==> config.mk <==
export PLATFORM = sky130hd
export DESIGN_NAME = quantum_scheduler
export DESIGN_NICKNAME = d
export VERILOG_FILES = /design/src/rtl/quantum_scheduler.sv
export SDC_FILE = /design/constraint.sdc
export NUM_CORES = 1
export LEC_CHECK = 0
export ABC_AREA = 1
export CORE_MARGIN = 2
export CORE_UTILIZATION = 30
export CTS_CLUSTER_DIAMETER = 150
export CTS_CLUSTER_SIZE = 25
export DETAILED_ROUTE_END_ITERATION = 10
export PLACE_DENSITY = 0.54
export SLEW_MARGIN = 5
export SYNTH_ARGS = -nofsm -noshare
export SYNTH_HDL_FRONTEND = slang
export SYNTH_SLANG_ARGS = --single-unit
export TNS_END_PERCENT = 10
==> constraint.sdc <==
create_clock -name clk -period 21.2 [get_ports clk]
set_input_delay 3.18 -clock clk [delete_from_list [all_inputs] [get_ports clk]]
set_output_delay 3.18 -clock clk [all_outputs]
set_load 0.02 [all_outputs]
==> src/rtl/quantum_scheduler.sv <==
// quantum_scheduler: round-robin process scheduler with per-slot saved PCs,
// instruction-quantum preemption, blocking I/O and process create/terminate.
module quantum_scheduler #(
  parameter int NUM_PROC = 10,
  parameter int QUANTUM = 16,
  parameter int PC_WIDTH = 32,
  localparam int PID_W = $clog2(NUM_PROC),
  localparam int QW = $clog2(QUANTUM + 1)
) (
  input  logic                clk,
  input  logic                reset,
  input  logic                enable,
  input  logic                instr_retire,
  input  logic [PC_WIDTH-1:0] cur_pc,
  input  logic                create_valid,
  input  logic [PC_WIDTH-1:0] create_pc,
  output logic                create_ready,
  output logic [PID_W-1:0]    create_pid,
  input  logic                end_proc,
  input  logic                io_block,
  input  logic                io_done,
  input  logic [PID_W-1:0]    io_pid,
  output logic                switch,
  output logic [PC_WIDTH-1:0] new_pc,
  output logic [PID_W-1:0]    cur_pid,
  output logic                running,
  output logic [QW-1:0]       quantum_left
);
  typedef enum logic [1:0] {IDLE, PICK, RUN} state_t;
  typedef enum logic [1:0] {FREE, READY, BLOCKED} slot_t;
  state_t state;
  slot_t slot_st [NUM_PROC];
  logic [PC_WIDTH-1:0] slot_pc [NUM_PROC];
  logic any_ready, found;
  logic [PID_W-1:0] pick_pid;
  logic slice_end;
  function automatic int wrap(input int v);
    return v >= NUM_PROC ? v - NUM_PROC : v;
  endfunction
  // Scan offsets from far to near so the nearest READY slot after cur_pid wins.
  always_comb begin
    found = 1'b0;
    pick_pid = '0;
    any_ready = 1'b0;
    create_ready = 1'b0;
    create_pid = '0;
    for (int k = NUM_PROC; k >= 1; k--) begin
      if (slot_st[wrap(int'(cur_pid) + k)] == READY) begin
        found = 1'b1;
        pick_pid = PID_W'(wrap(int'(cur_pid) + k));
      end
    end
    for (int i = NUM_PROC - 1; i >= 0; i--) begin
      any_ready = any_ready | (slot_st[i] == READY);
      if (slot_st[i] == FREE) begin
        create_ready = 1'b1;
        create_pid = PID_W'(i);
      end
    end
  end
  assign slice_end = end_proc | io_block | (instr_retire & (quantum_left == QW'(1)));
  always_ff @(posedge clk or posedge reset) begin
    if (reset) begin
      state <= IDLE;
      switch <= 1'b0;
      running <= 1'b0;
      cur_pid <= '0;
      new_pc <= '0;
      quantum_left <= '0;
      for (int i = 0; i < NUM_PROC; i++) begin
        slot_st[i] <= FREE;
        slot_pc[i] <= '0;
      end
    end else begin
      switch <= 1'b0;
      if (create_valid && create_ready) begin
        slot_st[create_pid] <= READY;
        slot_pc[create_pid] <= create_pc;
      end
      if (io_done && int'(io_pid) < NUM_PROC && slot_st[io_pid] == BLOCKED)
        slot_st[io_pid] <= READY;
      case (state)
        IDLE: if (enable && any_ready) state <= PICK;
        PICK: begin
          state <= found ? RUN : IDLE;
          running <= found;
          switch <= found;
          if (found) begin
            cur_pid <= pick_pid;
            new_pc <= slot_pc[pick_pid];
            quantum_left <= QW'(QUANTUM);
          end
        end
        RUN: if (!switch) begin
          if (instr_retire) quantum_left <= quantum_left - 1'b1;
          if (slice_end) begin
            slot_pc[cur_pid] <= cur_pc;
            slot_st[cur_pid] <= end_proc ? FREE : io_block ? BLOCKED : READY;
            state <= PICK;
          end
        end
        default: state <= IDLE;
      endcase
    end
  end
endmodule

==> flow_metrics.tcl <==
set metrics [dict create \
    ys_seq_elements 385 \
    tightestPinTransition_ns 1.20 \
    via_per_inst 5.32 \
    cts_max_level 1 \
    seq_area_frac_synth_pct 41.2 \
    ys_warn_count 0 \
    fmax_mhz 154 \
    routedWlPerCell_um 20.9 \
    drtIter0Drc 2273 \
    wirelength_um 89600 \
    fill_cells 8431 \
    hold_viol_final 0 \
    fin_crit_ns 6.48 \
    clock_latency_ns 0.56 \
    synth_edf_count 0 \
    firstDrtPassIters 6 \
    grt_remaining_overflow 0 \
    cts_tree "done" \
    synth_cells 3301 \
    tns_ns 0 \
    vias 22800 \
    status "finished, final reports clean" \
    die_h_um 283 \
    buffer_ports.inserted 123 \
    ant_nets 0 \
    start_kind "flip-flop" \
    syn_area_per_cell_um2 7.09 \
    ys_types 52 \
    hold_class "reg2reg" \
    die_area_um2 80200 \
    dp_hpwl_um 49400 \
    route.detailed.drc 0 \
    dieWidth_um 283 \
    cts_buffer_depth 3 \
    ctsResizeCount 0 \
    antenna_found_initial 0 \
    synth_flop_cell "dfrtp_1" \
    rsz0062_at_grt "false" \
    cts_buffers 19 \
    maxCapViolations 0 \
    final_layout_size_suffix_gt1_share_pct 4.00 \
    syn-num-nets 3401 \
    drv_slew 0 \
    netlist_area_um2 23400 \
    arrival_ns 6.98 \
    maxSlewHeadroom_pct 19.8 \
    rows 102 \
    first_global_vias 21500 \
    synthArstFlopShare_pct 100 \
    grt_usage_pct 21.9 \
    post_cts_buffers 0 \
    area_delta_synth_final_pct 9.90 \
    gp_congestion 0.847 \
    setup_viol 0 \
    skew_ns 0.0290 \
    tritoncts_num_sinks 385 \
    crit_fanout 59 \
    cts_hold_buf 0 \
    clk_pin_slew_ns 0.11 \
    num_io_pins 124 \
    period_share_pct 30.6 \
    multi_input_area_um2 11700 \
    grt_pass1_wl_um 137000 \
    regArea_um2 9630 \
    grt_start_max_net_pins 119 \
    critPathKind "reg2reg" \
    final_net_count 3348 \
    clock_tree.root_cell "clkbuf_16" \
    diodes 0 \
    core_area_um2 77300 \
    cp-end-kind "flip-flop" \
    worstPathRequired_ns 21.71 \
    initial_core_util_pct 30.3 \
]
## kinds of logic after synthesis
group                      Yosys count  share of synthesized area [%]
muxes                                1                         0.0428
xor gates and xnor gates            13                          0.583
DFF                                385                           41.2
adders and majority gates           24                           1.28
AOI/OAI and AO/OA                  844                           20.7
buffers and inverters              529                           9.58
and+or+nand+nor                   1505                           26.7
## synthesized netlist by cell type, drive strengths merged, types with 2 or more instances
cell      n  area (um2)
o31ai     2        15.0
clkbuf  137         514
o211ai   83         623
a211oi   64         480
buf      96         617
inv     295        1110
a31oi    95         594
nand3   371        1870
o22ai    16         100
nor3     12        65.1
a221oi    2        17.5
o21bai    2        15.0
nor4      2        18.8
ha       24         300
nor2    443        1670
a22oi     6        45.0
nand2   666        2540
nand4     6        37.5
xnor2     4        35.0
a41oi     3        26.3
xor2      9         101
o21ai   292        1470
dfrtp   385        9630
or2       2        12.5
nand3b    3        22.5
a21oi   272        1380
## flip-flops by register name, indices dropped and copies added (netlist names)
register / cells
cur_pid: 4
new_pc: 32
quantum_left: 5
running: 1
slot_pc: 320
slot_st: 20
state: 2
switch: 1
## worst paths after layout
path / from / to / slack, ns / depth (start not counted)
setup / recovery: cur_pid[0]$_DFFE_PP0P_ / new_pc[2]$_DFFE_PP0P_ / 14.72 / 25
hold / removal: state[0]$_DFFE_PP0P_ / state[0]$_DFFE_PP0P_ / 0.49 / 1
setup reg to reg: cur_pid[0]$_DFFE_PP0P_ / new_pc[2]$_DFFE_PP0P_ / 14.72 / 25
hold reg to reg: state[0]$_DFFE_PP0P_ / state[0]$_DFFE_PP0P_ / 0.49 / 1
max in group asynchronous: reset / slot_pc[259]$_DFF_PP0_ / 16.54 / 3
min in group asynchronous: reset / slot_pc[27]$_DFF_PP0_ / 3.22 / 2
## per-stage QoR
stage / worst slack, ns / util (%) / area [um2] / hold slack, ns / instances
6_report: 14.72 / 33.2 / 25700 / 0.491 / 4287
5_1_grt: 14.31 / 33.2 / 25700 / 0.515 / 4287
4_1_cts: 14.78 / 33.2 / 25700 / 0.492 / 4287
3_5_place_dp: 14.81 / 32.6 / 25200 / 0.476 / 4267
3_3_place_gp: 14.78 / 32.6 / 25200 / 0.467 / 4267
2_1_floorplan: 7.32 / - / 23400 / 0.448 / 3301
## layout by cell type, fill, tap and decap left out, drive strengths merged, types with 2 or more instances in the layout
cell and count:
nor3 12, ha 24, a41oi 3, a211oi 64
a22oi 6, nand4 6, clkbuf 19, nor4 2
a221oi 2, o31ai 2, xnor2 4, clkdlybuf4s50 123
inv 295, nand2 666, a31oi 95, o21bai 2
o22ai 16, nand3 371, o211ai 83, buf 36
a21oi 272, o21ai 292, or2 2, nand3b 3
nor2 443, clkinv 2, xor2 9, dfrtp 385
## layout make-up
class                           count  area share, %
Tap cell                         1040           5.06
Sequential cell                   385           37.5
Clock inverter                      1         0.0633
Multi-Input combinational cell   2387           45.4
Inverter                          296           4.35
Clock buffer                       19           1.85
Timing Repair Buffer              159           5.84
## metal layers
metal	global-route usage, %	part of all wire, %	vias to the layer above	wire length (um)
met5	0	0	-	0
met2	36.2	47	785	41700
met1	30.3	45	11000	40400
li1	-	-	10900	-
met3	2.79	6.1	126	5430
met4	5.73	2.3	0	2090
## worst max-delay path, stage by stage (launching register included)
cell,delay (ns)
dfrtp_1,0.95
inv_2,0.33
ha_1,0.54
nor2_1,0.32
nand2_1,0.09
nand2_1,0.08
nand2_1,0.10
o21ai_0,0.45
inv_1,0.12
nand3b_1,0.18
nand2_2,0.13
nor2_1,0.12
nand2_1,0.06
nand2_1,0.05
nand2_1,0.05
nand2_1,0.06
nand2_1,0.08
nand2_2,0.06
buf_4,0.71
nand2_2,0.70
buf_4,0.55
inv_1,0.27
nand2_1,0.09
nand3_1,0.09
nand3_1,0.11
nand2_1,0.08
Power is left out: the tool's default activity adds up to more than one toggle a clock period on the data nets, which glitch-free logic cannot reach.
